--- config.mk ---
export PLATFORM = sky130hd
export DESIGN_NAME = weightbuffer_loader
export DESIGN_NICKNAME = d
export VERILOG_FILES = /design/src/rtl/weightbuffer_loader_pkg.sv /design/src/rtl/weightbuffer_load_counter.sv /design/src/rtl/weightbuffer_loader.sv
export SDC_FILE = /design/constraint.sdc
export NUM_CORES = 1
export LEC_CHECK = 0
export BUFFER_PORTS_ARGS = -buffer_cell sky130_fd_sc_hd__buf_2
export CORE_AREA = 2 2 422 424
export CTS_CLUSTER_SIZE = 40
export DETAILED_ROUTE_END_ITERATION = 8
export DIE_AREA = 0 0 424 426
export GPL_TIMING_DRIVEN = 0
export PLACE_DENSITY_LB_ADDON = 0.25
export SLEW_MARGIN = 20
export SYNTH_ARGS = -nofsm -noshare
export SYNTH_HDL_FRONTEND = slang
export SYNTH_SLANG_ARGS = --single-unit
--- constraint.sdc ---
create_clock -name clk_i -period 4.4 [get_ports clk_i]
set_input_delay 0.66 -clock clk_i [delete_from_list [all_inputs] [get_ports clk_i]]
set_output_delay 0.66 -clock clk_i [all_outputs]
set_load 0.005 [all_outputs]
--- src/rtl/weightbuffer_loader_pkg.sv ---
// Shared types and sizing for the weight-buffer loader: state encoding, word type,
// default geometry (512 channels, 2 staggers, 3x3 kernel).
package weightbuffer_loader_pkg;

  localparam int N_I_DEF            = 512;
  localparam int WEIGHT_STAGGER_DEF = 2;
  localparam int K_DEF              = 3;

  localparam int LANES     = N_I_DEF / WEIGHT_STAGGER_DEF;
  localparam int WORDS_MAX = WEIGHT_STAGGER_DEF * K_DEF * K_DEF;

  typedef enum logic [1:0] {
    LS_IDLE  = 2'd0,
    LS_FLUSH = 2'd1,
    LS_LOAD  = 2'd2,
    LS_DONE  = 2'd3
  } loader_state_e;

  typedef logic [0:LANES-1][1:0] weight_word_t;

  // Index width that never collapses to zero bits.
  function automatic int clog2_min1(input int v);
    return (v <= 2) ? 1 : $clog2(v);
  endfunction

endpackage

--- src/rtl/weightbuffer_load_counter.sv ---
// Nested stagger/row/column slot counter (k2 fastest); advances one slot per cycle of adv_i.
// last_o flags the final slot of an n_i-stagger load; clear_i wins over adv_i.
module weightbuffer_load_counter
  import weightbuffer_loader_pkg::*;
#(
  parameter  int WEIGHT_STAGGER = 2,
  parameter  int K              = 3,
  localparam int SW             = clog2_min1(WEIGHT_STAGGER),
  localparam int KW             = clog2_min1(K),
  localparam int NW             = $clog2(WEIGHT_STAGGER + 1)
) (
  input  logic          clk_i,
  input  logic          rst_ni,
  input  logic          clear_i,
  input  logic          adv_i,
  input  logic [NW-1:0] n_i,
  output logic [SW-1:0] s_o,
  output logic [KW-1:0] k1_o,
  output logic [KW-1:0] k2_o,
  output logic          last_o
);

  logic [SW-1:0] s_q, s_d;
  logic [KW-1:0] k1_q, k1_d;
  logic [KW-1:0] k2_q, k2_d;
  logic          k2_wrap, k1_wrap, s_wrap;

  assign k2_wrap = (k2_q == KW'(K - 1));
  assign k1_wrap = (k1_q == KW'(K - 1));
  assign s_wrap  = (s_q == SW'(WEIGHT_STAGGER - 1));

  always_comb begin
    s_d  = s_q;
    k1_d = k1_q;
    k2_d = k2_q;
    if (clear_i) begin
      s_d  = '0;
      k1_d = '0;
      k2_d = '0;
    end else if (adv_i) begin
      k2_d = k2_wrap ? '0 : k2_q + KW'(1);
      if (k2_wrap) begin
        k1_d = k1_wrap ? '0 : k1_q + KW'(1);
        if (k1_wrap) begin
          s_d = s_wrap ? '0 : s_q + SW'(1);
        end
      end
    end
  end

  always_ff @(posedge clk_i or negedge rst_ni) begin
    if (!rst_ni) begin
      s_q  <= '0;
      k1_q <= '0;
      k2_q <= '0;
    end else begin
      s_q  <= s_d;
      k1_q <= k1_d;
      k2_q <= k2_d;
    end
  end

  assign s_o    = s_q;
  assign k1_o   = k1_q;
  assign k2_o   = k2_q;
  assign last_o = k2_wrap && k1_wrap && ((int'(s_q) + 1) == int'(n_i));

endmodule

--- src/rtl/weightbuffer_loader.sv ---
// Flushes the target set, then streams n*K*K words into it with one-hot save strobes; start-to-done n*K*K+2 cycles.
// Ready is a pure state decode (LOAD and no abort); valid stalls only delay the slot counter.
module weightbuffer_loader
  import weightbuffer_loader_pkg::*;
#(
  parameter  int N_I            = N_I_DEF,
  parameter  int WEIGHT_STAGGER = WEIGHT_STAGGER_DEF,
  parameter  int K              = K_DEF,
  localparam int LW             = N_I / WEIGHT_STAGGER,
  localparam int NW             = $clog2(WEIGHT_STAGGER + 1),
  localparam int SW             = clog2_min1(WEIGHT_STAGGER),
  localparam int KW             = clog2_min1(K)
) (
  input  logic                                                clk_i,
  input  logic                                                rst_ni,
  input  logic                                                start_i,
  input  logic                                                set_i,
  input  logic [NW-1:0]                                       stagger_count_i,
  input  logic                                                abort_i,
  input  logic                                                weight_valid_i,
  output logic                                                weight_ready_o,
  input  logic [0:LW-1][1:0]                                  weight_data_i,
  output logic [0:LW-1][1:0]                                  data_o,
  output logic [0:1][0:WEIGHT_STAGGER-1][0:K-1][0:K-1]        save_enable_o,
  output logic [0:1][0:WEIGHT_STAGGER-1]                      flush_o,
  output logic                                                busy_o,
  output logic                                                done_o
);

  localparam logic [1:0] ST_IDLE  = 2'(LS_IDLE);
  localparam logic [1:0] ST_FLUSH = 2'(LS_FLUSH);
  localparam logic [1:0] ST_LOAD  = 2'(LS_LOAD);
  localparam logic [1:0] ST_DONE  = 2'(LS_DONE);

  logic [1:0]    state_q, state_d;
  logic          set_q, set_d;
  logic [NW-1:0] n_q, n_d;
  logic [0:LW-1][1:0] data_q, data_d;
  logic [0:1][0:WEIGHT_STAGGER-1][0:K-1][0:K-1] save_q, save_d;

  logic          hs;
  logic          cnt_clear;
  logic          cnt_last;
  logic [SW-1:0] cnt_s;
  logic [KW-1:0] cnt_k1, cnt_k2;

  assign weight_ready_o = (state_q == ST_LOAD) && !abort_i;
  assign hs             = weight_valid_i && weight_ready_o;
  assign cnt_clear      = abort_i || (state_q == ST_IDLE);

  weightbuffer_load_counter #(
    .WEIGHT_STAGGER (WEIGHT_STAGGER),
    .K              (K)
  ) u_counter (
    .clk_i   (clk_i),
    .rst_ni  (rst_ni),
    .clear_i (cnt_clear),
    .adv_i   (hs),
    .n_i     (n_q),
    .s_o     (cnt_s),
    .k1_o    (cnt_k1),
    .k2_o    (cnt_k2),
    .last_o  (cnt_last)
  );

  always_comb begin
    state_d = state_q;
    set_d   = set_q;
    n_d     = n_q;
    if (abort_i) begin
      state_d = ST_IDLE;
    end else begin
      case (state_q)
        ST_IDLE: begin
          if (start_i) begin
            state_d = ST_FLUSH;
            set_d   = set_i;
            n_d     = (stagger_count_i > NW'(WEIGHT_STAGGER)) ? NW'(WEIGHT_STAGGER)
                                                              : stagger_count_i;
          end
        end
        ST_FLUSH: state_d = (n_q == '0) ? ST_DONE : ST_LOAD;
        ST_LOAD:  if (hs && cnt_last) state_d = ST_DONE;
        default:  state_d = ST_IDLE;
      endcase
    end
  end

  // Strobe and data register the accepted slot; an abort never cancels an already-registered strobe.
  always_comb begin
    save_d = '0;
    data_d = data_q;
    if (hs) begin
      save_d[set_q][cnt_s][cnt_k1][cnt_k2] = 1'b1;
      data_d = weight_data_i;
    end
  end

  always_ff @(posedge clk_i or negedge rst_ni) begin
    if (!rst_ni) begin
      state_q <= ST_IDLE;
      set_q   <= 1'b0;
      n_q     <= '0;
      data_q  <= '0;
      save_q  <= '0;
    end else begin
      state_q <= state_d;
      set_q   <= set_d;
      n_q     <= n_d;
      data_q  <= data_d;
      save_q  <= save_d;
    end
  end

  always_comb begin
    flush_o = '0;
    if (state_q == ST_FLUSH) flush_o[set_q] = '1;
  end

  assign data_o        = data_q;
  assign save_enable_o = save_q;
  assign busy_o        = (state_q != ST_IDLE);
  assign done_o        = (state_q == ST_DONE);

endmodule

Word level (Yosys, flattened, before mapping)
Cells that the tools add are included.
{ "totals": {"register_bits": 558, "out_inout_bits": 555, "in_bits": 520, "elab_cells": 351} }
{ "classes": {"eq_ne": 8, "n_lt_le_gt_ge": 9, "reduce_logical": 21, "n_mux": 30, "bitwise": 5, "addsub": 4} }
{ "op_table": {"columns": ["op", "n"], "rows": [
  ["$mux W36", 1],
  ["$eq A32 B3 Y1", 1],
  ["$mux W2", 12],
  ["$demux W18 S1", 1],
  ["$mux W18", 1],
  ["$demux W9 S1", 1],
  ["$logic_and A1 B1 Y1", 9],
  ["$mux W9", 1],
  ["$eq A2 B2 Y1 const B", 4],
  ["$reduce_bool A2 Y1", 4],
  ["$mux W1", 7],
  ["$demux W3 S2", 1],
  ["$ge A3 B3 Y1 const B", 2],
  ["$lt A3 B1 Y1 const B", 2],
  ["$not A2 Y3", 2],
  ["$pmux W2 S3", 1],
  ["$reduce_and A3 Y1", 2],
  ["$add A2 B1 Y2 const B", 2],
  ["$ge A2 B2 Y1 const B", 2],
  ["$logic_not A2 Y1", 2],
  ["$lt A2 B1 Y1 const B", 2],
  ["$mux W4", 1],
  ["$not A1 Y2", 2],
  ["$reduce_and A2 Y1", 2],
  ["12 further kinds", 12]
]} }

Logic depth before layout (Yosys ltp)
{ "depth": {"depth_word": 12, "mapped_depth": 8, "depth_no_buf": 6} }

Hierarchy
A second synthesis with hierarchy kept.
{ "hier_totals": {"cells_unflattened": 1239, "area_unflattened_um2": 20805.0} }
{ "by_module_without_submodules": {"columns": ["module", "seq_area_each_um2", "n_inst", "cells_per_inst", "area_per_inst_um2"], "rows": [
  ["weightbuffer_loader", 13838.3, 1, 1213, 20537.2],
  ["weightbuffer_load_counter", 125.1, 1, 26, 267.8]
]} }

Worst setup path before layout
Ideal clock, no wire load.
{ "synth_timing": {"path_kind": "input to register", "start": "input abort_i", "end": "register n_q[1]", "required_ns": 4.275, "path_stages": 3, "arrival_ns": 1.517, "setup_time_ns": 0.125, "setup_slack_ns": 2.759, "n_path_buf": 1, "path_cell_list": "clkbuf_1 > or3_1 > mux2_2"} }
{ "synth_via": {"elab_chain_len": 2} }
{ "synth_lines": {"columns": ["element", "line", "source"], "rows": [
  ["start: declaration", "weightbuffer_loader.sv:19", "input logic abort_i,"],
  ["$not A1 Y1 (no source line)", null, null],
  ["$reduce_and A3 Y1 (no source line)", null, null],
  ["end signal: assignment", "weightbuffer_loader.sv:109", "n_q <= n_d;"],
  ["end: declaration", "weightbuffer_loader.sv:37", "logic [NW-1:0] n_q, n_d;"]
]} }
No other way between the ends.
A chain may end at the register's enable or synchronous reset.

Worst setup path after layout
{ "layout_timing": {"start": "register state_q[0]", "end": "register data_q, in the netlist data_o[372]"} }
{ "layout_via": {"elab_chain_len": 3} }
{ "layout_lines": {"columns": ["element", "line", "source"], "rows": [
  ["start: declaration", "weightbuffer_loader.sv:35", "logic [1:0] state_q, state_d;"],
  ["start signal: assignment", "weightbuffer_loader.sv:107", "state_q <= state_d;"],
  ["$eq A2 B2 Y1", "weightbuffer_loader.sv:47", "assign weight_ready_o = (state_q == ST_LOAD) && !abort_i;"],
  ["$logic_and A1 B1 Y1", "weightbuffer_loader.sv:47", null],
  ["$logic_and A1 B1 Y1", "weightbuffer_loader.sv:48", "assign hs = weight_valid_i && weight_ready_o;"],
  ["end signal: assignment", "weightbuffer_loader.sv:110", "data_q <= data_d;"],
  ["end: declaration", "weightbuffer_loader.sv:38", "logic [0:LW-1][1:0] data_q, data_d;"]
]} }
No other way between the ends.

==> summary.md <==
The tools report the number of antenna violations at the first check in global routing as 39. The tools report the startpoint type of the worst setup path as a flip-flop. The worst-case setup margin in the final layout was 1.48 ns. After detailed routing, the number of remaining DRC violations is 0.

Clock buffer count from CTS: 75. The clock tree skew after final layout was 0.0330 ns; the power density normalized to cell area was 645 nW/µm². Compared with the post-synthesis result, the final layout area differs by 52.9%. The clock passes through at most 3 buffers. The worst reg-to-reg path cell count works out to 8. Routability-driven placement finished with a final weighted congestion of 0.931.

The number of placed instances, taps included, is 5738. The tools report the share of the yosys chip area belonging to registers as 67.1%. The library cell used most frequently in the layout, excluding fill and tap cells, is sky130_fd_sc_hd__nand2_1. For the finished layout, the period the worst path requires is 2.92 ns. The endpoint identified for the worst register-to-register timing path is data_o[372].

Setup repair after global routing left no endpoint under its margin. The initial utilization of the core area, before any placement, comes to 11.8%. Along the worst hold path, the cell count comes to 3. The root cell of the clock tree was sky130_fd_sc_hd__clkbuf_16. The switching part of the total power is 35.8%. For the number of cell rows, the log shows 154. Across all hold checks on the routed design, the worst slack comes to 0.178 ns. The final number of max-transition violations was 0. Clock latency on the worst-skew pair, taken at its later pin, is 0.67 ns.

The most critical setup path has its startpoint at state_q[0]. From left edge to right edge, the die measures 424 µm. The wire-length estimate of the detail-placed layout is 103 mm. Dividing the detail-routed via count by the number of cells gives 3.38. The sequential cells in the finished layout cover a total of 14000 µm². Based on the critical path, the design can be clocked at up to 343 MHz. The final hold violation count came out at 0. Of the total power, the clock network draws 30.4%.

The die outline height was 426 µm; the setup slack at placement was 1.05 ns. For the total leakage power, the log shows 17.9 nW. The final setup TNS is 0 ns.

TritonCTS built the clock tree. For the overall track demand over capacity in global routing, the log shows 13.3%. In the final layout, the multi-input gates occupy 6300 µm². Cells with a size suffix above 1 make up 34.9% of the layout.

In this run the post-CTS setup repair buffer count came out at 0. In this run the tightest slew margin relative to its limit is 40.5%. For this run, the number of Yosys warnings is 0. The tools report the placed cell area as 29300 µm². By startpoint and endpoint, the worst setup path is classified as flip-flop to flip-flop.

The non-filler instance count after layout is 5885. The tools report the via count of the first global-routing pass as 19700. The first detailed-routing pass ran for 5 iterations. For this design the total switching power over the nets is 0.00735 W.

Relative contribution of combinational cells to total power: 29.6%. Path type of the worst min-delay path: input pin to flip-flop. The worst voltage drop across the vdd grid came out at 0.000314 V. The region available for standard cell placement spans 176000 µm². The number of nets in the synthesized netlist is 2841. Across the run, the number of max-cap violations was 0. The remaining number of nets flagged by the antenna check after routing is 0. After routing the design area is 31800 µm². The worst setup path is captured at a flip-flop. Dividing the detail-routed wire length by the instance count gives 21.2 µm. The worst min-delay path endpoint was data_o[106].

In this run the most critical hold path is launched from weight_data_i[106]. The final routed wirelength across all metal layers is 125 mm. For the number of design-rule violations left by the first detailed-router iteration, the log shows 1207.

The first global-routing pass estimated 166 mm of wire. In this run the critical register-to-register path is launched from state_q[0]. In this run the count of I/O pins placed on the die edge is 1075.

Summed over all layers, the global routing overflow is 0. Share of the clock period used by the worst path: 66.3%. The tools report the cell count after synthesis as 2317. The layout has 20100 filler cells.

For the number of H-tree branching levels, the log shows 3. The die covers 181000 µm². Setup slack on the worst reg-to-reg path comes out at 1.48 ns.

Setup violations remaining at the end of the flow were counted as 0. The internal portion of total power is 0.0132 W. For the worst setup path, the data arrival time is 3.51 ns.

After synthesis the netlist holds a flip-flop and latch count of 558. The total vias in the final route is 19900, and the pin count of the biggest net entering global routing is 90. The clock input transition at the sequential cells of the worst setup and hold paths was 0.06 ns; the pin slew with the least headroom to its limit was 0.892 ns. Data on the critical path is required at its endpoint by 4.99 ns. The synthesized netlist occupies a cell area of 20800 µm². The count of different cell masters after synthesis came out at 31. In this run the tool buffered the top-level ports with 1074 buffer cells. The tools report the sequential power share as 39.9%. The run finished with clean final reports. The run gives 4000 as the total number of nets in the final design. Number of sinks driven by the clock tree: 558.

The top cell types in the final layout, fill and taps aside, are sky130_fd_sc_hd__nand2_1 (1546), sky130_fd_sc_hd__buf_2 (1105), sky130_fd_sc_hd__dfrtp_1 (558), sky130_fd_sc_hd__clkbuf_1 (87), sky130_fd_sc_hd__clkbuf_16 (79). In this run the worst path has a maximum fanout of 10. The average cell area after synthesis is 8.98 µm².
sequential cells by signal, summed over array words and instances (netlist names):
name and flops:
u_counter.k1_o 2, n_q 2, state_q 2, u_counter.k2_o 2
save_enable_o 36, u_counter.s_o 1, set_q 1, data_o 512
cells by family after synthesis:
logic type	Yosys count	synth area share (%)
muxes	4	0.205
and+or+nand+nor	1614	29.4
adders and majority gates	4	0.241
xor gates and xnor gates	2	0.0842
AOI/OAI and AO/OA	8	0.337
buffers and inverters	127	2.56
DFF	558	67.1
worst max-delay path by stage:
stage | end
global placement | data_o[364]
CTS | save_enable_o[9]
finish | data_o[372]
detailed placement | save_enable_o[9]
floorplan | n_q[1]
global route | save_enable_o[9]
metrics by stage:
| step | total power (W) | utilization (%) |
|---|---|---|
| 2_1_floorplan | 0.0102 | - |
| 3_3_place_gp | 0.0146 | 16.6 |
| 3_5_place_dp | 0.0146 | 16.7 |
| 4_1_cts | 0.0211 | 18.1 |
| 5_1_grt | 0.0219 | 18.1 |
| 6_report | 0.0205 | 18.1 |
final cells by class:
type,instances,share of cell area [%]
tap,2340,9.21
timing repair buffer,1082,17.6
clock buffer,110,6.96
multi-input combinational,1632,19.8
antenna,14,0.110
buffer,121,1.61
clock inverter,22,0.720
sequential,558,43.9
inverter,6,0.0708
power by group through the flow:
stage                     clock network, W  registers, W  logic (W)
after floorplan                          0       0.00831    0.00193
after global placement                   0       0.00822    0.00634
after detailed placement                 0       0.00823    0.00638
after CTS                          0.00652       0.00818    0.00640
after global routing               0.00668       0.00843    0.00679
final                              0.00624       0.00819    0.00608
worst max-delay path, stage by stage (launching register included):
cell and delay (ns):
sky130_fd_sc_hd__dfrtp_1 0.41, sky130_fd_sc_hd__inv_1 0.09, sky130_fd_sc_hd__ha_1 0.22, sky130_fd_sc_hd__and3b_1 0.16
sky130_fd_sc_hd__buf_2 0.33, sky130_fd_sc_hd__buf_2 0.40, sky130_fd_sc_hd__buf_1 0.65, sky130_fd_sc_hd__nand2_1 0.41
sky130_fd_sc_hd__nand2_1 0.15
synth_stat cells:
cell | number | area share, %
sky130_fd_sc_hd__nand2_1 | 1546 | 28
sky130_fd_sc_hd__dfrtp_1 | 558 | 67
sky130_fd_sc_hd__clkbuf_1 | 69 | 1.2
sky130_fd_sc_hd__nor2_1 | 46 | 0.83
sky130_fd_sc_hd__buf_2 | 32 | 0.77
sky130_fd_sc_hd__buf_1 | 17 | 0.31
sky130_fd_sc_hd__inv_1 | 6 | 0.11
sky130_fd_sc_hd__nor2b_1 | 5 | 0.15
sky130_fd_sc_hd__ha_1 | 4 | 0.24
sky130_fd_sc_hd__nand2b_1 | 4 | 0.12
sky130_fd_sc_hd__nand3b_1 | 3 | 0.11
sky130_fd_sc_hd__or3_1 | 3 | 0.090
sky130_fd_sc_hd__a32oi_1 | 2 | 0.084
sky130_fd_sc_hd__buf_4 | 2 | 0.072
sky130_fd_sc_hd__mux2_2 | 2 | 0.11
sky130_fd_sc_hd__mux2i_1 | 2 | 0.096
sky130_fd_sc_hd__xnor2_1 | 2 | 0.084
sky130_fd_sc_hd__a211oi_1 | 1 | 0.036
sky130_fd_sc_hd__a211oi_2 | 1 | 0.060
sky130_fd_sc_hd__a21oi_1 | 1 | 0.024
sky130_fd_sc_hd__a22oi_1 | 1 | 0.036
sky130_fd_sc_hd__a2bb2oi_2 | 1 | 0.072
sky130_fd_sc_hd__and2_1 | 1 | 0.030
sky130_fd_sc_hd__and3b_1 | 1 | 0.042
sky130_fd_sc_hd__buf_6 | 1 | 0.054
sky130_fd_sc_hd__nand3_1 | 1 | 0.024
sky130_fd_sc_hd__nand4bb_1 | 1 | 0.054
sky130_fd_sc_hd__nor3_1 | 1 | 0.024
sky130_fd_sc_hd__nor4_1 | 1 | 0.030
sky130_fd_sc_hd__o21ai_0 | 1 | 0.024
sky130_fd_sc_hd__or3b_1 | 1 | 0.042
what timing repair did:
action                    4_1_cts  5_1_grt
resized for setup               0        0
hold buffers                    1        0
hold endpoints to repair       24        0
per-layer routing:
metal	track usage (%)	vias up	share of wire [%]
met5	0	-	0.038
met4	3.14	8	2.0
met3	3.03	147	5.7
met2	23.1	623	51
met1	16.6	9771	41
li1	-	9313	-
No activity file was read; power rests on OpenSTA's default activity.
